## src/rtl/nand_logic_unit.sv

```systemverilog
// nand_logic_unit: eight-function bitwise logic unit whose datapath is built only from 2-input NANDs.
// Optional built-in self-test is compiled in when the macro NAND_LOGIC_BIST_EN is defined.
module nand_logic_unit #(
    parameter int WIDTH       = 4,
    parameter int HOLD_CYCLES = 1
) (
    input  logic             clk,
    input  logic             rst,
    input  logic [2:0]       op,
    input  logic [WIDTH-1:0] A,
    input  logic [WIDTH-1:0] B,
    input  logic             in_valid,
    output logic [WIDTH-1:0] Z,
    output logic             out_valid,
    input  logic             bist_start,
    output logic             bist_busy,
    output logic             bist_done,
    output logic             bist_pass,
    output logic [7:0]       err_count
);

    function automatic logic nand2(input logic a, input logic b);
        return ~(a & b);
    endfunction

    // 2:1 select (s=0 -> d0, s=1 -> d1) expressed as four NANDs.
    function automatic logic mux2n(input logic s, input logic d0, input logic d1);
        return nand2(nand2(d0, nand2(s, s)), nand2(d1, s));
    endfunction

    function automatic logic [WIDTH-1:0] nand2v(input logic [WIDTH-1:0] a, input logic [WIDTH-1:0] b);
        logic [WIDTH-1:0] y;
        for (int i = 0; i < WIDTH; i++) y[i] = nand2(a[i], b[i]);
        return y;
    endfunction

    logic [2:0]       dp_op;
    logic [WIDTH-1:0] dp_a, dp_b, nand_ab, dp_y;
    logic             start, accept;
    logic [WIDTH-1:0] z_q;
    logic             out_valid_q;

    // nand_ab is the shared first gate of every bit slice.
    assign nand_ab = nand2v(dp_a, dp_b);

    for (genvar i = 0; i < WIDTH; i++) begin : g_bit
        logic na, nb, f_and, f_or, f_nor, t1, t2, f_xor, f_xnor, f_buf;
        logic m0, m1, m2, m3, p0, p1;
        assign na     = nand2(dp_a[i], dp_a[i]);
        assign nb     = nand2(dp_b[i], dp_b[i]);
        assign f_and  = nand2(nand_ab[i], nand_ab[i]);
        assign f_or   = nand2(na, nb);
        assign f_nor  = nand2(f_or, f_or);
        assign t1     = nand2(dp_a[i], nand_ab[i]);
        assign t2     = nand2(dp_b[i], nand_ab[i]);
        assign f_xor  = nand2(t1, t2);
        assign f_xnor = nand2(f_xor, f_xor);
        assign f_buf  = nand2(na, na);
        assign m0     = mux2n(dp_op[0], nand_ab[i], f_and);
        assign m1     = mux2n(dp_op[0], f_or, f_nor);
        assign m2     = mux2n(dp_op[0], f_xor, f_xnor);
        assign m3     = mux2n(dp_op[0], na, f_buf);
        assign p0     = mux2n(dp_op[1], m0, m1);
        assign p1     = mux2n(dp_op[1], m2, m3);
        assign dp_y[i] = mux2n(dp_op[2], p0, p1);
    end

    always_ff @(posedge clk) begin
        if (rst) begin
            z_q         <= '0;
            out_valid_q <= 1'b0;
        end else begin
            out_valid_q <= accept;
            if (accept) z_q <= dp_y;
        end
    end

    assign Z         = z_q;
    assign out_valid = out_valid_q;

`ifdef NAND_LOGIC_BIST_EN
    typedef enum logic [1:0] {IDLE, RUN, DONE} state_t;

    localparam int             VW        = 3 + 2 * WIDTH;
    localparam logic [VW-1:0]  VEC_LAST  = {VW{1'b1}};
    localparam logic [3:0]     HOLD_LAST = 4'(HOLD_CYCLES - 1);

    function automatic logic [WIDTH-1:0] golden(input logic [2:0] o, input logic [WIDTH-1:0] a,
                                                input logic [WIDTH-1:0] b);
        case (o)
            3'd0:    return ~(a & b);
            3'd1:    return a & b;
            3'd2:    return a | b;
            3'd3:    return ~(a | b);
            3'd4:    return a ^ b;
            3'd5:    return ~(a ^ b);
            3'd6:    return ~a;
            default: return a;
        endcase
    endfunction

    state_t           state_q;
    logic [VW-1:0]    vec_q;
    logic [3:0]       hold_q;
    logic             drain_q, cmp_q, busy_q, done_q, pass_q;
    logic [7:0]       err_q;
    logic [WIDTH-1:0] res_q, gold_q;
    logic [2:0]       vec_op;
    logic [WIDTH-1:0] vec_a, vec_b;
    logic             mismatch;

    assign vec_op   = vec_q[VW-1 -: 3];
    assign vec_a    = vec_q[2*WIDTH-1 -: WIDTH];
    assign vec_b    = vec_q[WIDTH-1:0];
    assign start    = bist_start && (state_q != RUN);
    assign accept   = in_valid && !busy_q && !start;
    assign dp_op    = busy_q ? vec_op : op;
    assign dp_a     = busy_q ? vec_a : A;
    assign dp_b     = busy_q ? vec_b : B;
    assign mismatch = cmp_q && (res_q != gold_q);

    // Datapath result and reference are captured together, compared on the next edge.
    always_ff @(posedge clk) begin
        res_q  <= dp_y;
        gold_q <= golden(vec_op, vec_a, vec_b);
    end

    always_ff @(posedge clk) begin
        if (rst) begin
            state_q <= IDLE;
            vec_q   <= '0;
            hold_q  <= '0;
            drain_q <= 1'b0;
            cmp_q   <= 1'b0;
            busy_q  <= 1'b0;
            done_q  <= 1'b0;
            pass_q  <= 1'b0;
            err_q   <= '0;
        end else begin
            if (mismatch && err_q != 8'hFF) err_q <= err_q + 8'd1;
            case (state_q)
                IDLE, DONE: begin
                    if (bist_start) begin
                        state_q <= RUN;
                        busy_q  <= 1'b1;
                        done_q  <= 1'b0;
                        pass_q  <= 1'b0;
                        err_q   <= '0;
                        vec_q   <= '0;
                        hold_q  <= '0;
                        drain_q <= 1'b0;
                        cmp_q   <= 1'b0;
                    end
                end
                RUN: begin
                    if (drain_q) begin
                        // Final cycle only resolves the last vector's comparison.
                        state_q <= DONE;
                        busy_q  <= 1'b0;
                        done_q  <= 1'b1;
                        pass_q  <= (err_q == 8'd0) && !mismatch;
                        drain_q <= 1'b0;
                        cmp_q   <= 1'b0;
                    end else begin
                        cmp_q <= (hold_q == HOLD_LAST);
                        if (hold_q == HOLD_LAST) begin
                            hold_q <= '0;
                            if (vec_q == VEC_LAST) drain_q <= 1'b1;
                            else                   vec_q   <= vec_q + VW'(1);
                        end else begin
                            hold_q <= hold_q + 4'd1;
                        end
                    end
                end
                default: state_q <= IDLE;
            endcase
        end
    end

    assign bist_busy = busy_q;
    assign bist_done = done_q;
    assign bist_pass = pass_q;
    assign err_count = err_q;
`else
    localparam int unused_hold = HOLD_CYCLES;
    logic unused_bist_start;

    assign unused_bist_start = bist_start;
    assign start     = 1'b0;
    assign accept    = in_valid && !start;
    assign dp_op     = op;
    assign dp_a      = A;
    assign dp_b      = B;
    assign bist_busy = 1'b0;
    assign bist_done = 1'b0;
    assign bist_pass = 1'b0;
    assign err_count = 8'd0;
`endif

endmodule
```

## config.mk

```make
export PLATFORM = sky130hd
export DESIGN_NAME = nand_logic_unit
export DESIGN_NICKNAME = d
export VERILOG_FILES = /design/src/rtl/nand_logic_unit.sv
export SDC_FILE = /design/constraint.sdc
export NUM_CORES = 1
export LEC_CHECK = 0
export ABC_CLOCK_PERIOD_IN_PS = 3700
export CAP_MARGIN = 20
export CORE_MARGIN = 4
export CORE_UTILIZATION = 39
export CTS_CLUSTER_SIZE = 16
export DETAILED_ROUTE_END_ITERATION = 10
export GPL_TIMING_DRIVEN = 0
export MAX_ROUTING_LAYER = met4
export PLACE_DENSITY = 0.82
export SYNTH_ARGS = -nofsm -noshare
export SYNTH_HDL_FRONTEND = slang
export SYNTH_SLANG_ARGS = --single-unit
```

## constraint.sdc

```tcl
create_clock -name clk -period 3.7 [get_ports clk]
set_input_delay 0.74 -clock clk [delete_from_list [all_inputs] [get_ports clk]]
set_output_delay 0.74 -clock clk [all_outputs]
set_load 0.02 [all_outputs]
```

==> results.py <==
metrics = {
    "finish": {
        "layout-area-overhead-vs-synth_pct": 48.4,
        "layout_common_cells": "clkdlybuf4s50_1 (18), inv_1 (12), buf_4 (11), conb_1 (11), ha_1 (8)",
        "drive_gt1_share_pct": 18.0,
        "final_area_sq_um": 806,
        "nets": 113,
        "fill_cells": 115,
        "diodes": 0,
        "final_common_cell": "clkdlybuf4s50_1",
    },
    "route": {
        "vias": 453,
        "ant_nets": 0,
        "dr.pass1.iters": 1,
        "drc": 0,
        "avgViaCountPerCell": 4.36,
        "wl_um": 982,
        "wl_per_cell_um": 9.44,
        "drt-initial-drc-count": 0,
    },
    "timing": {
        "fin_setup_tns_ns": 0,
        "finalHoldViolCount": 0,
        "max_freq_ghz": 0.444,
        "period_share_pct": 60.9,
        "setup_violations": 0,
        "period_minus_slack_ns": 2.25,
        "drv_slew": 0,
        "skew_ns": 0,
        "rsz0062_at_grt": "false",
    },
    "flow_run": {
        "maxCapViolations": 0,
    },
    "synth": {
        "yosysSeqAreaShare_pct": 18.4,
        "synth_area_leader_cell": "dfxtp_1",
        "syn_avg_cell_area_sq_um": 9.53,
        "yosys-top-cells-area": "dfxtp_1 (18%), ha_1 (18%), buf_4 (15%), mux4_1 (15%), inv_1 (8.3%)",
        "netlist.area_leader.share_pct": 18.4,
        "syn-instance-count": 57,
        "synth_cell_types": 16,
        "ys_ff_latch": 5,
        "synth_area_sq_um": 543,
        "yosysWarnings": 0,
    },
    "worst_setup_path": {
        "cp-start-kind": "input port",
        "cp.arrival_ns": 2.36,
        "cp.required_ns": 3.81,
        "r2r_end": "Z[2]",
        "rr_worst_depth": 2,
        "rrSetupSlack_ns": 3.07,
        "r2r_start": "Z[2]",
        "cp_max_fo": 3,
        "crit_type": "in -> reg",
        "critPathCaptureType": "register",
    },
    "global_route": {
        "grt_pass1_vias": 445,
        "grt_pass1_wl_mm": 1.63,
        "grt_max_degree": 9,
        "grt-ovfl-total": 0,
        "grt_usage_pct": 11.4,
        "antenna_found_initial": 0,
    },
    "outcome": {
        "outcome": "completed",
    },
    "clock_network": {
        "cts_resized": 0,
        "clk_pin_slew_worst_paths_ns": 0.04,
        "cts_tree": "built",
        "post_cts_buffers": 0,
        "clk_latency_ns": 0.24,
        "htree_levels": 1,
        "clockBufferDepth": 2,
        "cts_buffers": 3,
        "cts-root-buf": "clkbuf_4",
        "ctsHoldBuffers": 0,
        "cts_num_sinks": 5,
    },
    "die": {
        "die_h_um": 45.3,
        "io_pins": 31,
        "fp-row-count": 13,
        "fp.dieW_um": 45.3,
        "die_area_sq_mm": 0.00205,
        "start_util_pct": 41.7,
        "core_sq_mm": 0.00130,
    },
    "hold_path": {
        "min_from": "Z[0]",
        "min_path_cells": 2,
        "hold_path.class": "reg -> reg",
        "hold_end": "Z[0]",
    },
    "placement": {
        "numPortBuffers": 18,
        "place_hpwl_um": 886,
        "routabilityCongestion": 0.692,
        "place_area_sq_um": 779,
    },
    "power": {
        "ir_drop_mv": 0.0795,
        "cellLeakagePower_uw": 0.000426,
        "power_density_mw_per_mm2": 252,
    },
}
-- worst max-delay path, stage by stage --
cell	delay [ns]
clkdlybuf4s50_1	0.50
inv_1	0.05
ha_1	0.27
inv_1	0.03
mux4_1	0.50
mux2i_1	0.16
o21ai_0	0.11
-- synthesized netlist by cell type --
cell	instances
a211oi_2	1
buf_4	11
conb_1	1
dfxtp_1	5
ha_1	8
inv_1	12
mux2i_1	3
mux4_1	3
mux4_2	1
nand2_1	1
nand2b_1	3
nor2_1	2
nor2b_1	1
nor3b_1	1
o21ai_0	3
xor2_1	1
-- report_power, final --
| part | switching (uW) | leakage, uW | internal, uW |
|---|---|---|---|
| sequential | 1.97 | 0.0000414 | 58.7 |
| clock | 22.3 | 0.0000150 | 40.8 |
| combinational | 35.9 | 0.000370 | 43.5 |
| total | 60.2 | 0.000426 | 143 |
-- per-layer routing --
layer | vias up | GRT usage, % | wire [um]
li1 | 228 | - | -
met1 | 197 | 11.9 | 361
met2 | 24 | 18.6 | 491
met3 | 4 | 1.20 | 105
met4 | 0 | 10.5 | 23
met5 | - | - | 0
-- stage by stage --
stage	total power [uW]	utilization, %	hold slack (ns)	setup slack, ns	instances
detailed placement	141	59.9	0.472	1.20	100
global placement	138	59.9	0.463	1.24	100
floorplan	109	-	0.546	1.78	67
finish	203	61.9	0.474	1.45	104
CTS	207	61.9	0.481	1.43	104
global route	217	61.9	0.516	1.36	104
-- cell type report --
type                            instances  area, sq um  share of cell area [%]
Clock buffer                            4         26.3                    3.26
Sequential cell                         5          100                    12.4
Tap cell                               15         18.8                    2.33
Inverter                               12         45.0                    5.59
Buffer                                 11         82.6                    10.2
Timing Repair Buffer                   18          180                    22.4
Multi-Input combinational cell         39          353                    43.8
-- worst max-delay path by stage --
stage / startpoint / end / slack, ns / depth (start not counted)
2_1_floorplan: A[1] / Z[1] / 1.78 / 6
3_3_place_gp: A[1] / Z[1] / 1.24 / 7
3_5_place_dp: A[2] / Z[2] / 1.20 / 7
5_1_grt: A[1] / Z[1] / 1.36 / 7
6_report: A[2] / Z[2] / 1.45 / 7
4_1_cts: A[2] / Z[2] / 1.43 / 7
-- sequential cells by signal, summed over array words and instances, names as in the netlist --
name	cells
out_valid	1
Z	4
-- cells by family after synthesis --
family / after synthesis / synth area share [%]
AOI/OAI and AO/OA: 4 / 5.07
xor gates and xnor gates: 1 / 1.61
adders and majority gates: 8 / 18.4
buffers and inverters: 23 / 23.5
DFF: 5 / 18.4
muxes: 7 / 24.2
other: 1 / 0.691
and+or+nand+nor: 8 / 8.07
(Power assumes the default switching activity.)
